--- src/rtl/chan_mux_pkg.sv ---
// Shared constants for the N:1 channel multiplexer.
package chan_mux_pkg;
   localparam logic MODE_FIXED = 1'b0;
   localparam logic MODE_RR    = 1'b1;
endpackage

--- src/rtl/rr_arbiter.sv ---
// Combinational round-robin arbiter: the first requester at or after ptr, wrapping mod N.
module rr_arbiter #(
   parameter  int N  = 4,
   localparam int SW = $clog2(N)
) (
   input  logic [N-1:0]  req,
   input  logic [SW-1:0] ptr,
   output logic          gnt_vld,
   output logic [SW-1:0] gnt_idx
);
   localparam logic [SW:0] NL = (SW+1)'(N);

   logic [N-1:0] w_rot;
   logic [SW:0]  w_off;
   logic [SW:0]  w_sum;

   // Rotating the doubled request vector puts ptr at bit 0, so the lowest set bit wins.
   always_comb begin
      w_rot   = N'({req, req} >> ptr);
      gnt_vld = 1'b0;
      w_off   = '0;
      for (int i = N-1; i >= 0; i--) begin
         if (w_rot[i]) begin
            gnt_vld = 1'b1;
            w_off   = (SW+1)'(i);
         end
      end
      w_sum   = {1'b0, ptr} + w_off;
      gnt_idx = (w_sum >= NL) ? SW'(w_sum - NL) : SW'(w_sum);
   end
endmodule

--- src/rtl/chan_mux_rr.sv ---
// N:1 channel mux with fixed or round-robin selection into one registered valid/ready stage.
module chan_mux_rr
   import chan_mux_pkg::*;
#(
   parameter  int N  = 4,
   parameter  int W  = 8,
   localparam int SW = $clog2(N)
) (
   input  logic           clk,
   input  logic           rst_n,
   input  logic           mode,
   input  logic [SW-1:0]  sel,
   input  logic [N*W-1:0] in_data,
   input  logic [N-1:0]   in_valid,
   output logic [N-1:0]   in_ready,
   output logic [W-1:0]   out_data,
   output logic [SW-1:0]  out_chan,
   output logic           out_valid,
   input  logic           out_ready
);
   localparam int          NP = 1 << SW;
   localparam logic [SW:0] NL = (SW+1)'(N);

   logic [W-1:0]  r_data;
   logic [SW-1:0] r_chan;
   logic          r_valid;
   logic [SW-1:0] r_ptr;

   // Padded to a power of two so sel can index safely even when sel >= N.
   logic [W-1:0]  w_ch [NP];
   logic [NP-1:0] w_vld_pad;
   logic          w_rr_vld;
   logic [SW-1:0] w_rr_idx;
   logic          w_fix_vld;
   logic          w_gnt_vld;
   logic [SW-1:0] w_gnt;
   logic          w_take;
   logic          w_acc;

   for (genvar c = 0; c < NP; c++) begin : g_ch
      if (c < N) begin : g_real
         assign w_ch[c] = in_data[c*W +: W];
      end else begin : g_pad
         assign w_ch[c] = '0;
      end
   end

   assign w_vld_pad = NP'(in_valid);

   rr_arbiter #(.N(N)) u_arb (
      .req     (in_valid),
      .ptr     (r_ptr),
      .gnt_vld (w_rr_vld),
      .gnt_idx (w_rr_idx)
   );

   assign w_fix_vld = ({1'b0, sel} < NL) && w_vld_pad[sel];
   assign w_gnt_vld = (mode == MODE_RR) ? w_rr_vld : w_fix_vld;
   assign w_gnt     = (mode == MODE_RR) ? w_rr_idx : sel;
   assign w_take    = ~r_valid | out_ready;
   assign w_acc     = w_gnt_vld & w_take;
   assign in_ready  = w_acc ? (N'(1) << w_gnt) : '0;

   always_ff @(posedge clk or negedge rst_n) begin
      if (!rst_n) begin
         r_valid <= 1'b0;
         r_data  <= '0;
         r_chan  <= '0;
         r_ptr   <= '0;
      end else begin
         if (w_take) begin
            r_valid <= w_gnt_vld;
            if (w_gnt_vld) begin
               r_data <= w_ch[w_gnt];
               r_chan <= w_gnt;
            end
         end
         if (w_acc && mode == MODE_RR)
            r_ptr <= (w_gnt == SW'(N-1)) ? '0 : w_gnt + 1'b1;
      end
   end

   assign out_data  = r_data;
   assign out_chan  = r_chan;
   assign out_valid = r_valid;
endmodule

--- config.mk ---
export PLATFORM = sky130hd
export DESIGN_NAME = chan_mux_rr
export DESIGN_NICKNAME = d
export VERILOG_FILES = /design/src/rtl/chan_mux_pkg.sv /design/src/rtl/rr_arbiter.sv /design/src/rtl/chan_mux_rr.sv
export SDC_FILE = /design/constraint.sdc
export NUM_CORES = 1
export LEC_CHECK = 0
export CAP_MARGIN = 5
export CORE_ASPECT_RATIO = 1.75
export CORE_MARGIN = 3
export CORE_UTILIZATION = 40
export DETAILED_ROUTE_END_ITERATION = 7
export GPL_TIMING_DRIVEN = 0
export PLACE_DENSITY = 0.81
export SETUP_SLACK_MARGIN = 0.05
export SYNTH_ARGS = -nofsm -noshare
export SYNTH_HDL_FRONTEND = slang
export SYNTH_HIERARCHICAL = 1
export SYNTH_SLANG_ARGS = --single-unit
--- constraint.sdc ---
create_clock -name clk -period 4.1 [get_ports clk]
set_clock_uncertainty 0.1 [all_clocks]
set_input_delay 0.82 -clock clk [delete_from_list [all_inputs] [get_ports clk]]
set_output_delay 0.82 -clock clk [all_outputs]
set_load 0.1 [all_outputs]
# --- After elaboration in Yosys (flattened, before gate mapping) ---
# Cells that the tools add are included.
word_totals:
  mem_bits_ro: 0
  in_bits: 42
  regBits: 13
  latchBits: 0
  mem_count: 0
  out_inout_bits: 15
  word_cells: 37
  ram_bits: 0
classes:
  bitwise_logic: 4
  muxes: 18
  n_addsub: 3
  magnitude_cmp: 3
  eq_ne: 1
  shift: 2
  multipliers: 0
  reduce_logical: 2
  div: 0
ops:
  columns: ["op", "count"]
  rows:
  - ["8-bit binary-select mux with 2-bit select", 1]
  - ["8-bit 2-to-1 mux", 2]
  - ["2-bit 2-to-1 mux", 7]
  - ["8-bit by 2-bit right shift with 4-bit output", 1]
  - ["3-bit >= comparator (second input constant)", 2]
  - ["1-bit 2-to-1 mux", 6]
  - ["4-bit 2-to-1 mux", 1]
  - ["1-bit by 2-bit << shifter with 4-bit output (first input constant)", 1]
  - ["2-bit by 2-bit adder with 3-bit output", 1]
  - ["2-bit by 3-bit < comparator with 1-bit output (second input constant)", 1]
  - ["2-bit NOT with 3-bit output", 1]
  - ["2-bit by 1-bit adder with 2-bit output (second input constant)", 1]
  - ["1-bit binary-select mux with 2-bit select", 1]
  - ["2-bit == test (second input constant)", 1]
  - ["2-bit AND reduction", 1]
  - ["2-bit by 1-bit subtractor with 2-bit output (second input constant)", 1]
  - ["1-bit AND", 1]
  - ["1-bit logical AND", 1]
  - ["1-bit NOT", 1]
  - ["1-bit bitwise OR", 1]

# --- Longest topological paths before layout ---
# Gate-level depths: netlist of run 1.
depth:
  ltp_word: 13
  depth_mapped: 12

# --- Cells and area by module ---
# Netlist of run 1, hierarchy kept.
modules_own_cells:
  columns: ["mod", "area_each_um2", "seq_area_each_um2", "cells_per_inst", "n_inst"]
  rows:
  - ["chan_mux_rr", 938.4, 325.3, 73, 1]
  - ["rr_arbiter", 180.2, 0.0, 23, 1]

# --- Worst setup path after synthesis of run 1 ---
# Ideal clock, no wire load.
synth_timing:
  path_type: "input-to-output"
  start: "input port in_valid[1]"
  end: "output port in_ready[3]"
  t_arrival_ps: 2749
  path_stages: 12
  t_required_ps: 3180
  setup_slack_ps: 431
  n_path_buf: 1
  path_cell_list: "nor2b_1 > a21oi_1 > o22ai_1 > o21a_1 > ha_1 > xnor2_1 > xnor2_1 > mux2i_1 > buf_2 > inv_1 > ha_1 > and2_2"
synth_via:
  elab_chain_len: 11
  word_cells_on_any_way: 20
synth_lines:
  columns: ["item", "line_no", "source"]
  rows:
  - ["from (decl)", "chan_mux_rr.sv:14", "input logic [N-1:0] in_valid,"]
  - ["8-bit by 2-bit right shift with 4-bit output (*)", "rr_arbiter.sv:19", "w_rot = N'({req, req} >> ptr);"]
  - ["2-bit 2-to-1 mux (3 in a row)", "rr_arbiter.sv:23", "if (w_rot[i]) begin"]
  - ["2-bit 2-to-1 mux (*)", "rr_arbiter.sv:23", null]
  - ["2-bit by 2-bit adder with 3-bit output (*)", "rr_arbiter.sv:28", "w_sum = {1'b0, ptr} + w_off;"]
  - ["3-bit >= comparator or 2-bit by 1-bit subtractor with 2-bit output (tied branches)", "rr_arbiter.sv:29", "gnt_idx = (w_sum >= NL) ? SW'(w_sum - NL) : SW'(w_sum);"]
  - ["2-bit 2-to-1 mux (*)", "rr_arbiter.sv:29", null]
  - ["net w_rr_idx[1]", "chan_mux_rr.sv:33", "logic [SW-1:0] w_rr_idx;"]
  - ["2-bit 2-to-1 mux (*)", "chan_mux_rr.sv:59", "assign w_gnt = (mode == MODE_RR) ? w_rr_idx : sel;"]
  - ["net w_gnt[1]", "chan_mux_rr.sv:36", "logic [SW-1:0] w_gnt;"]
  - ["1-bit by 2-bit << shifter with 4-bit output (*)", "chan_mux_rr.sv:62", "assign in_ready = w_acc ? (N'(1) << w_gnt) : '0;"]
  - ["4-bit 2-to-1 mux (*)", "chan_mux_rr.sv:62", null]
  - ["to (decl)", "chan_mux_rr.sv:15", "output logic [N-1:0] in_ready,"]
# Mark *: on every way through the listed nets, which the timed path passes. The rest lies on a longest branch. The select of a mux whose other input is x is not followed.

# --- Worst setup path in the final report of run 1 ---
layout_timing:
  start: "input port in_valid[2]"
  end: "output port in_ready[3]"
# Same word-level chain as after synthesis.

==> results of run 1 <==
where the power goes:
part           internal [mW]  switching [mW]  total, mW
logic                  0.428           0.711       1.14
registers              0.191          0.0525      0.243
clock network         0.0686          0.0444      0.113
final timing paths:
check | startpoint | endpoint | slack, ps | depth (start not counted)
max in group asynchronous | rst_n | out_data[3] | 2670 | 1
hold / removal | out_data[4] | out_data[4] | 420 | 1
hold reg to reg | out_data[4] | out_data[4] | 420 | 1
setup reg to reg | r_ptr[1] | out_data[1] | 1360 | 11
min in group asynchronous | rst_n | out_data[2] | 850 | 1
setup / recovery | in_valid[2] | in_ready[3] | 200 | 14
synthesized netlist by cell type:
master	instances	share of area, %
a2bb2oi_1	1	0.78
or4_1	1	0.67
buf_2	1	0.45
mux2_4	7	9.4
nor2_1	2	0.67
a21oi_4	1	1.5
nand2b_2	1	0.78
and2_2	4	2.7
buf_6	2	2.0
mux4_2	1	2.0
nor2b_1	2	1.1
mux2_2	5	5.0
ha_1	5	5.6
dfrtp_1	13	29
inv_1	3	1.0
o21ai_0	1	0.45
nand3b_1	1	0.67
o311ai_2	1	1.5
nor3_1	1	0.45
a21oi_1	2	0.89
and2b_1	2	1.3
xnor2_1	2	1.6
o211ai_2	1	1.1
o22ai_1	1	0.56
mux2i_1	26	23
o41ai_1	1	0.78
nand2_1	2	0.67
o21a_1	1	0.67
nand2b_1	2	1.1
o211ai_1	1	0.67
buf_4	1	0.67
nand3_2	1	0.89
cell families (layout without fill, tap and decap cells):
family	Yosys count	in the layout	share of synthesized area [%]
adder cells (fa/ha/maj)	5	5	5.59
multiplexers	39	39	39.7
buffers and inverters	7	72	4.14
flip-flops	13	13	29.1
XOR/XNOR	2	2	1.57
AO/OA/AOI/OAI	11	11	8.84
AND/OR/NAND/NOR	19	19	11.1
final cells by class:
class,instances,area [sq um],area share (%)
well taps,26,32.5,1.79
inverters,3,11.3,0.621
clock buffers,4,45.0,2.48
multi-input cells,76,757,41.8
repair buffers,62,608,33.5
plain buffers,3,33.8,1.86
flip-flops and latches,13,325,17.9
metal layers:
| layer | GRT usage [%] | part of all wire, % | wire [um] |
|---|---|---|---|
| met1 | 17.4 | 33 | 983 |
| met2 | 34.4 | 58 | 1750 |
| met3 | 4.50 | 7.6 | 228 |
| met4 | 6.84 | 1.3 | 38 |
| met5 | 0 | 0 | 0 |
sequential cells by signal (all words and copies together) (netlist names):
register   count
r_ptr          2
out_valid      1
out_chan       2
out_data       8
critical path: stages:
cell	delay [ps]
clkdlybuf4s15_1	250
inv_2	90
a2bb2oi_1	170
o211ai_1	100
o21a_1	120
ha_1	210
xnor2_2	140
xnor2_1	140
mux2i_1	190
buf_6	150
inv_1	70
ha_1	190
and2_2	190
buf_12	170
what timing repair did:
item / CTS / global route
setup buffers: 4 / 2
endpoints found under the hold margin: 0 / 0
cloned: 0 / 0
gates resized for setup: 41 / 8
endpoints found under the setup margin: 4 / 3
through the flow:
step,setup TNS [ps],instance area [sq um]
final,0,1810
after detailed placement,-5100,1710
after global routing,0,1810
after global placement,-4910,1710
after CTS,0,1790
after floorplan,0,1120
layout by cell type, fill, tap and decap left out, drive strengths merged, types with 2 or more instances in the layout:
master / netlist / routed
clkdlybuf4s50: 0 / 48
nand2b: 3 / 3
ha: 5 / 5
mux2: 12 / 12
dfrtp: 13 / 13
nor2: 2 / 2
inv: 3 / 3
nor2b: 2 / 2
nand2: 2 / 2
a21oi: 3 / 3
mux2i: 26 / 26
and2b: 2 / 2
and2: 4 / 4
clkbuf: 0 / 4
buf: 4 / 15
o211ai: 2 / 2
xnor2: 2 / 2
==> flow_summary.yaml, run 1 <==
outcome:
  status: "complete, no violations"
routing:
  drt_iter0_markers: 7
  drc: 0
  wirelength_um: 3000
  vias_per_cell: 5.40
  ant_nets: 0
  firstDrtPassIters: 4
  num_vias: 1009
  wl_per_cell_um: 16.0
clock_tree:
  tritoncts: "yes"
  htreeDepth: 1
  clock_sinks: 13
  clock_latency_ps: 240
  cts_root_buffer: "clkbuf_8"
  ctsHoldBuffers: 0
  cts_buffers: 3
  cts_buffer_depth: 2
  clk_pin_slew_ps: 50
die:
  io_pins: 57
  core_area_sq_um: 2580
  rows: 24
  die_x_um: 46.0
  die-area_sq_um: 3490
  start_util_pct: 43.3
  die_h_um: 76.0
critical_path:
  worst_setup_path_start_kind: "input pin"
  critPathRequiredTime_ps: 3180
  endpoint_kind: "output pin"
  arrival_ps: 2980
  crit_type: "in2out"
  crit_fanout: 5
logic_synthesis:
  ys_ff_latch: 13
  yosys_warnings: 6
  syn_inst: 96
  seq_area_frac_synth_pct: 29.1
  syn_area_per_cell_sq_um: 11.7
  ys_types: 32
  syn_area_sq_um: 1120
  synth_nets: 143
grt:
  grt_pass1_vias: 1120
  grt_max_degree: 14
  antenna_found_initial: 0
  grt_pass1_wl_um: 4800
  grt.overflow.total: 0
  grt.total_usage_pct: 18.4
sta:
  hold_violations: 0
  slew_headroom_pct: 34.0
  slew_viol_final: 0
  clock.fmax_mhz: 257
  post-route-period-util_pct: 95.1
  period_needed_ps: 3900
  whs_ps: 415
  setup_viol: 0
  rsz0062_at_grt: "false"
  worst_pin_slew_ps: 988
  fin_ws_ps: 202
placed_design:
  placed_cells: 178
  place.gp.congestion: 0.768
  place_ws_ps: -1290
  dpl.hpwl_um: 2390
  port-buffer-count: 56
finish:
  syn_to_final_growth_pct: 62.1
  nFillCells: 210
  fin_cells: 187
  drive_above_1_share_pct: 26.7
  post-route-util_pct: 70.2
  num_antenna_cells: 0
  nets: 209
min_path:
  hold_path.class: "reg2reg"
pwr:
  p_leak_nw: 0.828
  ir_worst_vdd_uv: 544
  power_density_nw_per_um2: 825
  power_mw: 1.50
run:
  maxCapViolations: 0
(Power assumes the default switching activity.)
==> run 2, diff against run 1 <==
Settings changed: SETUP_SLACK_MARGIN 0.05 to not set.
==> flow_summary.yaml, run 2 (synthesis results as in run 1) <==
sta:
  clock.fmax_mhz: 254
  worst_pin_slew_ps: 987
  slew_headroom_pct: 34.0
  slew_viol_final: 0
  post-route-period-util_pct: 96.1
  whs_ps: 415
  fin_ws_ps: 162
  period_needed_ps: 3940
  setup_viol: 0
  hold_violations: 0
critical_path:
  max_stage_delay_ps: 290
  cpMaxStageDelayCell: "dlygate4sd2_1"
  endpoint_kind: "output pin"
  crit_type: "in2out"
  arrival_ps: 3020
  cp_cell_sequence: "dlygate4sd2_1 -> inv_2 -> a2bb2oi_1 -> o211ai_1 -> o21a_1 -> ha_1 -> xnor2_2 -> xnor2_1 -> mux2i_1 -> buf_6 -> buf_4 -> ha_1 -> and2_2 -> buf_4"
  worst_setup_path_start_kind: "input pin"
  cp_top_family: "buffers and inverters"
  critPathRequiredTime_ps: 3180
  crit_fanout: 6
  cp_num_buf_inv: 5
clock_tree:
  cts_buffers: 3
  clk_pin_slew_ps: 50
  htreeDepth: 1
  cts_buffer_depth: 2
  clock_latency_ps: 240
  clock_sinks: 13
  cts_root_buffer: "clkbuf_8"
  ctsHoldBuffers: 0
  tritoncts: "yes"
grt:
  grt_pass1_wl_um: 4830
  grt_max_degree: 14
  antenna_found_initial: 0
  grt_pass1_vias: 1133
  grt.total_usage_pct: 18.6
  grt.overflow.total: 0
placed_design:
  port-buffer-count: 56
  place.gp.congestion: 0.768
  place_ws_ps: -1290
  placed_cells: 178
  dpl.hpwl_um: 2390
routing:
  wl_per_cell_um: 15.9
  num_vias: 1001
  ant_nets: 0
  wirelength_um: 2980
  firstDrtPassIters: 4
  drc: 0
  drt_iter0_markers: 7
  vias_per_cell: 5.35
finish:
  largest_register_ff_count: 8
  final_cell_mix: "48 x clkdlybuf4s50_1, 26 x mux2i_1, 13 x dfrtp_1"
  syn_to_final_growth_pct: 61.2
  nets: 209
  multiInputGateArea_sq_um: 757
  fin_cells: 187
  nFillCells: 212
  mostFrequentLayoutCell: "clkdlybuf4s50_1"
  drive_above_1_share_pct: 26.7
  num_antenna_cells: 0
  seq_area_sq_um: 325
outcome:
  status: "complete, no violations"
min_path:
  hold_path.class: "reg2reg"
pwr:
  ir_worst_vdd_uv: 547
  power_density_nw_per_um2: 826
  p_leak_nw: 0.828
die:
  die_x_um: 46.0
  core_area_sq_um: 2580
  die-area_sq_um: 3490
  die_h_um: 76.0
  rows: 24
  io_pins: 57
  start_util_pct: 43.3
run:
  maxCapViolations: 0
[run 2: changes by cell type in the layout (fill, tap and decap cells not counted)]
| cell | previous run | this run |
|---|---|---|
| clkbuf_2 | 0 | 1 |
| buf_2 | 2 | 1 |
| clkdlybuf4s15_1 | 1 | 0 |
| buf_6 | 6 | 7 |
| buf_12 | 1 | 0 |
| dlygate4sd2_1 | 1 | 2 |
[run 2: power by group]
| part | internal, mW | switching (mW) |
|---|---|---|
| Sequential | 0.191 | 0.0518 |
| Combinational | 0.425 | 0.710 |
| Clock | 0.0686 | 0.0443 |
[run 2: stage by stage]
| stage | total power, mW | utilization, % | cell area [sq um] | TNS (ps) |
|---|---|---|---|---|
| after floorplan | 1.06 | - | 1120 | 0 |
| after global placement | 1.31 | 66.3 | 1710 | -4910 |
| after detailed placement | 1.32 | 66.3 | 1710 | -5100 |
| after CTS | 1.49 | 69.4 | 1790 | 0 |
| after global routing | 1.57 | 69.8 | 1800 | -0.0417 |
| final | 1.49 | 69.8 | 1800 | 0 |
[run 2: worst register-to-register path: cells and delay by family, from the launching register on]
family          cells  cell delay (ps)
compound gates      4              770
flops               1              460
fa+ha+maj           2              400
xor+xnor            2              280
buf+inv             2              220
mux                 1              190
simple gates        1              180
[run 2: routing by layer]
metal	wire length, um	share of wire, %	up-vias	global-route usage [%]
met4	57	1.9	0	7.69
met3	243	8.1	6	4.50
met2	1710	57	45	34.7
met1	970	33	469	17.4
met5	0	0	-	0
li1	-	-	481	-
[run 2: timing repair]
action	4_1_cts	5_1_grt
resized for setup	36	7
buffers inserted	4	1
setup endpoints to repair	4	4
cloned	0	0
[run 2: final cells by class]
cell class / instances / area share (%)
repair buffers: 61 / 32.5
inverters: 3 / 0.625
clock buffers: 4 / 2.50
flip-flops and latches: 13 / 18.0
multi-input cells: 76 / 42.0
plain buffers: 4 / 2.50
well taps: 26 / 1.80
[run 2: path summary, 6_finish.rpt]
path                             startpoint          end  slack (ps)  cells after the start
worst max-delay path            in_valid[2]  in_ready[0]         160                     14
worst min-delay path            out_data[4]  out_data[4]         420                      1
worst max register to register     r_ptr[1]     r_ptr[0]        1400                     12
worst min register to register  out_data[4]  out_data[4]         420                      1
max in group asynchronous             rst_n  out_data[3]        2670                      1
min in group asynchronous             rst_n  out_data[2]         850                      1
